===== src/rtl/ascon_pack.sv =====
// Shared definitions for the Ascon permutation engine.
//   type_state : 5 x 64-bit Ascon state; word 0 (x0) is the most significant
//                word, so {x0, x1, x2, x3, x4} reads as a test vector.
//   NR_A/NR_B  : round counts of p^12 and p^6.
//   ROT_A/B    : per-word rotate-right amounts of the linear layer.
//   round_const: 8-bit round constant for a 4-bit round index.
//   ror64      : 64-bit rotate right.
package ascon_pack;

  typedef logic [0:4][63:0] type_state;

  localparam int NR_A = 12;
  localparam int NR_B = 6;

  localparam int unsigned ROT_A [5] = '{19, 61, 1, 10, 7};
  localparam int unsigned ROT_B [5] = '{28, 39, 6, 17, 41};

  // High nibble counts down while the low nibble counts up: i=0 -> 0xF0.
  function automatic logic [7:0] round_const(input logic [3:0] idx);
    return {4'hF - idx, idx};
  endfunction

  function automatic logic [63:0] ror64(input logic [63:0] x, input int unsigned n);
    return (x >> n) | (x << (64 - n));
  endfunction

endpackage


===== src/rtl/ascon_round.sv =====
// One Ascon round, combinational: pC, then pS, then pL.
//   round_idx_i : round index 0..11, selects the round constant
//   state_i     : state entering the round
//   state_o     : state leaving the round
module ascon_round
  import ascon_pack::*;
(
  input  logic [3:0] round_idx_i,
  input  type_state  state_i,
  output type_state  state_o
);

  logic [7:0] rc;
  type_state  pc_state;
  type_state  ps_state;

  assign rc       = round_const(round_idx_i);
  // Constant enters the low byte of x2 only.
  assign pc_state = state_i ^ {64'h0, 64'h0, {56'h0, rc}, 64'h0, 64'h0};

  substitution_layer u_sub (
    .state_i (pc_state),
    .state_o (ps_state)
  );

  linear_layer u_lin (
    .state_i (ps_state),
    .state_o (state_o)
  );

endmodule


===== src/rtl/linear_layer.sv =====
// Ascon linear diffusion layer (pL), combinational.
//   state_i : state after substitution
//   state_o : each word XORed with two rotations of itself
module linear_layer
  import ascon_pack::*;
(
  input  type_state state_i,
  output type_state state_o
);

  for (genvar w = 0; w < 5; w++) begin : g_word
    assign state_o[w] = state_i[w]
                      ^ ror64(state_i[w], ROT_A[w])
                      ^ ror64(state_i[w], ROT_B[w]);
  end

endmodule


===== src/rtl/substitution_layer.sv =====
// Ascon substitution layer (pS), combinational.
//   state_i : state after constant addition
//   state_o : state with the 5-bit S-box applied to every bit column j,
//             where x0[j] is the S-box input MSB.
// Bit-sliced form of the S-box: all 64 columns are evaluated in parallel.
module substitution_layer
  import ascon_pack::*;
(
  input  type_state state_i,
  output type_state state_o
);

  logic [63:0] x0, x1, x2, x3, x4;
  logic [63:0] y0, y1, y2, y3, y4;

  // Input mixing.
  assign x0 = state_i[0] ^ state_i[4];
  assign x1 = state_i[1];
  assign x2 = state_i[2] ^ state_i[1];
  assign x3 = state_i[3];
  assign x4 = state_i[4] ^ state_i[3];

  // Chi-like non-linear step.
  assign y0 = x0 ^ (~x1 & x2);
  assign y1 = x1 ^ (~x2 & x3);
  assign y2 = x2 ^ (~x3 & x4);
  assign y3 = x3 ^ (~x4 & x0);
  assign y4 = x4 ^ (~x0 & x1);

  // Output mixing; the inversion of x2 completes the affine map.
  assign state_o[0] = y0 ^ y4;
  assign state_o[1] = y1 ^ y0;
  assign state_o[2] = ~y2;
  assign state_o[3] = y3 ^ y2;
  assign state_o[4] = y4;

endmodule


===== src/rtl/ascon_permutation_engine.sv =====
// Iterative Ascon permutation (p^12 or p^6), UNROLL rounds per clock.
//   clock_i  : rising-edge clock
//   reset_i  : asynchronous active-high reset
//   start_i  : request a permutation; accepted only while idle
//   rounds_i : 0 = p^12 (rounds 0..11), 1 = p^6 (rounds 6..11); sampled on accept
//   state_i  : permutation input; sampled on accept
//   state_o  : state register
//   busy_o   : high while rounds remain
//   done_o   : one-cycle pulse after the final round is registered
module ascon_permutation_engine
  import ascon_pack::*;
#(
  parameter int UNROLL = 1
) (
  input  logic      clock_i,
  input  logic      reset_i,
  input  logic      start_i,
  input  logic      rounds_i,
  input  type_state state_i,
  output type_state state_o,
  output logic      busy_o,
  output logic      done_o
);

  if (!(UNROLL == 1 || UNROLL == 2 || UNROLL == 3 || UNROLL == 6)) begin : g_bad_unroll
    $fatal(1, "ascon_permutation_engine: UNROLL must be 1, 2, 3 or 6");
  end

  typedef enum logic {IDLE, RUN} fsm_e;

  fsm_e       fsm_q;
  type_state  state_q;
  type_state  state_d;
  logic [3:0] round_q;
  logic [3:0] round_d;
  logic       busy_q;
  logic       done_q;

  // Round chain: stage k applies round index round_q + k.
  type_state chain [0:UNROLL];
  assign chain[0] = state_q;

  for (genvar k = 0; k < UNROLL; k++) begin : g_chain
    ascon_round u_round (
      .round_idx_i (round_q + 4'(k)),
      .state_i     (chain[k]),
      .state_o     (chain[k+1])
    );
  end

  assign state_d = chain[UNROLL];
  assign round_d = round_q + 4'(UNROLL);

  // NOTE: sequential state uses non-blocking assignments so every register
  // samples the pre-edge values; the state register is reset too, because
  // state_o is architecturally visible and must read zero after reset.
  always_ff @(posedge clock_i or posedge reset_i) begin
    if (reset_i) begin
      fsm_q   <= IDLE;
      state_q <= '0;
      round_q <= '0;
      busy_q  <= 1'b0;
      done_q  <= 1'b0;
    end else begin
      done_q <= 1'b0;
      case (fsm_q)
        IDLE: begin
          if (start_i) begin
            state_q <= state_i;
            round_q <= rounds_i ? 4'(NR_A - NR_B) : 4'd0;
            busy_q  <= 1'b1;
            fsm_q   <= RUN;
          end
        end
        RUN: begin
          state_q <= state_d;
          round_q <= round_d;
          // Equality compare: the counter lands exactly on 12 for every
          // legal UNROLL and both start indices.
          if (round_d == 4'(NR_A)) begin
            busy_q <= 1'b0;
            done_q <= 1'b1;
            fsm_q  <= IDLE;
          end
        end
        default: fsm_q <= IDLE;
      endcase
    end
  end

  assign state_o = state_q;
  assign busy_o  = busy_q;
  assign done_o  = done_q;

endmodule


===== config.mk =====
export PLATFORM = sky130hd
export DESIGN_NAME = ascon_permutation_engine
export DESIGN_NICKNAME = d
export VERILOG_FILES = /design/src/rtl/ascon_pack.sv /design/src/rtl/ascon_round.sv /design/src/rtl/linear_layer.sv /design/src/rtl/substitution_layer.sv /design/src/rtl/ascon_permutation_engine.sv
export SDC_FILE = /design/constraint.sdc
export NUM_CORES = 1
export LEC_CHECK = 0
export BUFFER_PORTS_ARGS = -buffer_cell sky130_fd_sc_hd__buf_2
export CAP_MARGIN = 20
export CORE_ASPECT_RATIO = 2
export CORE_MARGIN = 8
export CORE_UTILIZATION = 45
export DETAILED_ROUTE_END_ITERATION = 10
export PLACE_DENSITY = 0.77
export SLEW_MARGIN = 40
export SYNTH_ARGS = -nofsm -noshare
export SYNTH_HDL_FRONTEND = slang
export SYNTH_SLANG_ARGS = --single-unit

===== constraint.sdc =====
create_clock -name clock_i -period 22.5 [get_ports clock_i]
set_clock_uncertainty 0.15 [all_clocks]
set_input_delay 4.5 -clock clock_i [delete_from_list [all_inputs] [get_ports clock_i]]
set_output_delay 4.5 -clock clock_i [all_outputs]
set_load 0.01 [all_outputs]

==> out/metrics.csv <==
metric,value,unit
Die Ht,383,µm
mapped cell area,30400,µm²
internal reg-to-reg setup slack,18.91,ns
max-cap violations,0,
"Req. time, crit path",22.77,ns
Slew HR,32.9,%
worst skew pair latency,0.58,ns
Synth Instances,2867,
core box area,67200,µm²
starting density of the core,45.2,%
1st-iter DRT viols,2769,
final max-slew violation count,0,
crit path DAT,7.86,ns
HPWL after detailed placement,127,mm
CTS tree,yes,
most used cell along the critical path,buf_6,
root buf cell,clkbuf_16,
Syn Nets,3320,
Least-Margin Pin Slew,0.999,ns
Post-CTS Setup Bufs,0,
TritonCTS Buffers,35,
setup TNS,0,ns
min Tclk post-route,7.59,ns
final net count,3905,
vias in the first global route,25800,
Stages on worst setup path,8,
final wirelength,153,mm
WP buf/inv,6,
placer congestion estimate,1.09,
Worst Path Max Fanout,94,
RSZ-0062 raised after global routing,false,
fraction of layout instances using a drive strength above 1,24.2,%
Rows,135,
die area,76600,µm²
status,finished clean,
sequential-to-total area share from yosys stat,26.9,%
Reg area,8190,µm²
final routed DRC violation total,0,
"Slowest-stage cell, CP",buf_6,
IO buf count,645,
per-cell routed wire length,35.0,µm
worst reg2reg path depth,5,
element type at the critical path end,register,
Clock Sinks,327,
"Hold Vio Cnt, Final",0,
Seq cells post-synth,327,
I/O pin count,646,
reg2reg end,state_o[291]$_DFFE_PP0P_,
area of the multi-input gates,21700,µm²
initial antenna violation count,10,
hold buffers post-CTS,0,
number of synthesis warnings,0,
Critical R2R Launch,fsm_q$_DFF_PP0_,
"slowest stage delay, CP",0.68,ns
largest net degree at the start of global routing,208,
vias after detailed routing,25900,
Yosys cell types,26,
GRT overflow,0,
worst hold path type,reg -> reg,
Filler Cell Count,6174,
number of routed nets with antenna violations,0,
Tot GR Track Use,39.4,%
vias per inst,5.92,
Hold WS,0.344,ns
CP cell instances,buf_8 > buf_16 > buf_6 > buf_6 > buf_6 > inv_1 > a211oi_1 > a21oi_1,
Mapped Avg Cell Area,10.6,µm²
Crit Path Class,in -> reg,
Pre-antenna DRT Iters,7,
H-Tree Depth,2,
Die W,200,µm
worst setup path end,round_q[2]$_DFFE_PP0P_,
endpoints failing setup,0,
deepest clock path buffer count,3,
crit path from,start_i,
critical path's top delay family,buffers and inverters,
CTS clock-pin slew for the worst setup and hold paths,0.06,ns
Syn-to-layout area delta,20.0,%
first-pass GRT wire length,207,mm
Achievable Freq,132,MHz
PostCTS Resize Cnt,0,
part of the cycle the worst path needs,33.7,%
Startpoint Class,input port,
-- registers in the layout (all words and copies together), names as in the netlist --
name / flops
busy_o: 1
done_o: 1
fsm_q: 1
round_q: 4
state_o: 320
-- per-stage QoR --
| step | setup slack (ns) | std cells | cell area [µm²] | util [%] |
|---|---|---|---|---|
| floorplan | 8.80 | 2867 | 30400 | - |
| CTS | 15.09 | 4365 | 36200 | 53.9 |
| global route | 14.80 | 4369 | 36400 | 54.2 |
| global placement | 13.77 | 4302 | 34500 | 51.3 |
| detailed placement | 14.48 | 4303 | 35000 | 52.1 |
| finish | 14.91 | 4370 | 36400 | 54.2 |
-- worst min path at each step --
| stage | depth (start not counted) | slack [ns] | start | endpoint |
|---|---|---|---|---|
| after global placement | 2 | 0.32 | busy_o$_DFFE_PP0P_ | busy_o$_DFFE_PP0P_ |
| after floorplan | 2 | 0.36 | busy_o$_DFFE_PP0P_ | busy_o$_DFFE_PP0P_ |
| after global routing | 2 | 0.39 | busy_o$_DFFE_PP0P_ | busy_o$_DFFE_PP0P_ |
| after CTS | 2 | 0.36 | busy_o$_DFFE_PP0P_ | busy_o$_DFFE_PP0P_ |
| after detailed placement | 2 | 0.34 | busy_o$_DFFE_PP0P_ | busy_o$_DFFE_PP0P_ |
| final | 2 | 0.34 | busy_o$_DFFE_PP0P_ | busy_o$_DFFE_PP0P_ |
-- worst register-to-register path: cells and delay by family (launching register included) --
family,cells,cell delay (ns)
buf+inv,3,2.14
compound gates,2,0.36
flops,1,0.85
-- layout make-up --
class | count | share of cell area (%)
Clock inverter | 14 | 0.501
Multi-Input combinational cell | 2223 | 59.4
Tap cell | 890 | 3.06
Antenna cell | 3 | 0.0206
Sequential cell | 327 | 22.5
Timing Repair Buffer | 671 | 9.74
Clock buffer | 48 | 2.76
Inverter | 194 | 2.03
-- cell usage in the layout, fill, tap and decap left out, types with 2 or more instances in the layout --
| cell type | count |
|---|---|
| a211oi_1 | 176 |
| a21o_1 | 31 |
| a21oi_1 | 181 |
| buf_12 | 2 |
| buf_16 | 3 |
| buf_2 | 644 |
| buf_4 | 13 |
| buf_6 | 8 |
| bufinv_16 | 4 |
| clkbuf_1 | 7 |
| clkbuf_16 | 37 |
| clkbuf_8 | 4 |
| clkinv_2 | 5 |
| clkinvlp_4 | 5 |
| dfrtp_1 | 326 |
| diode_2 | 3 |
| ha_1 | 129 |
| inv_1 | 193 |
| maj3_1 | 58 |
| maj3_2 | 5 |
| mux2i_1 | 255 |
| nand2_1 | 179 |
| nor2_1 | 169 |
| nor2b_1 | 62 |
| o21ai_0 | 69 |
| xnor2_1 | 345 |
| xnor2_2 | 91 |
| xnor3_1 | 245 |
| xor2_1 | 193 |
| xor2_2 | 17 |
| xor3_1 | 12 |
-- layer usage --
layer | vias up | routed length (µm) | GRT usage [%]
met5 | - | 88 | 0
met4 | 14 | 15900 | 32.4
met2 | 1956 | 64900 | 58.0
met1 | 12500 | 52700 | 46.2
met3 | 465 | 19300 | 12.6
li1 | 10900 | - | -
-- cells by family after synthesis --
group / after synthesis / share of synthesized area [%]
buffers and inverters: 317 / 3.96
AND/OR/NAND/NOR: 414 / 5.66
adder cells (fa/ha/maj): 192 / 7.41
multiplexers: 255 / 8.40
AO/OA/AOI/OAI: 457 / 9.24
flip-flops: 327 / 26.9
XOR/XNOR: 905 / 38.4
-- Yosys cell counts --
master    instances  area share [%]
and2_1            1           0.021
nor2_1          169             2.1
a21oi_1         181             3.0
a21o_1           31            0.77
dfrtp_1         327              27
ha_1            129             5.3
xor2_1          206             5.9
nand4b_1          1           0.029
buf_2            11            0.18
xor2_2            5            0.27
nand3_1           1           0.016
clkbuf_1        103             1.3
nand2b_1          1           0.021
xnor2_2          19             1.0
a211oi_1        176             4.3
maj3_2            5            0.19
nor2b_1          62             1.3
maj3_1           58             1.9
xnor2_1         418              12
xnor3_1         245              18
nand2_1         179             2.2
mux2i_1         255             8.4
xor3_1           12            0.94
o21ai_0          69             1.1
inv_1           194             2.4
buf_1             9            0.11
Power is not shown: default switching activity piles up to over one toggle a cycle in this logic, so the estimate is an artifact.
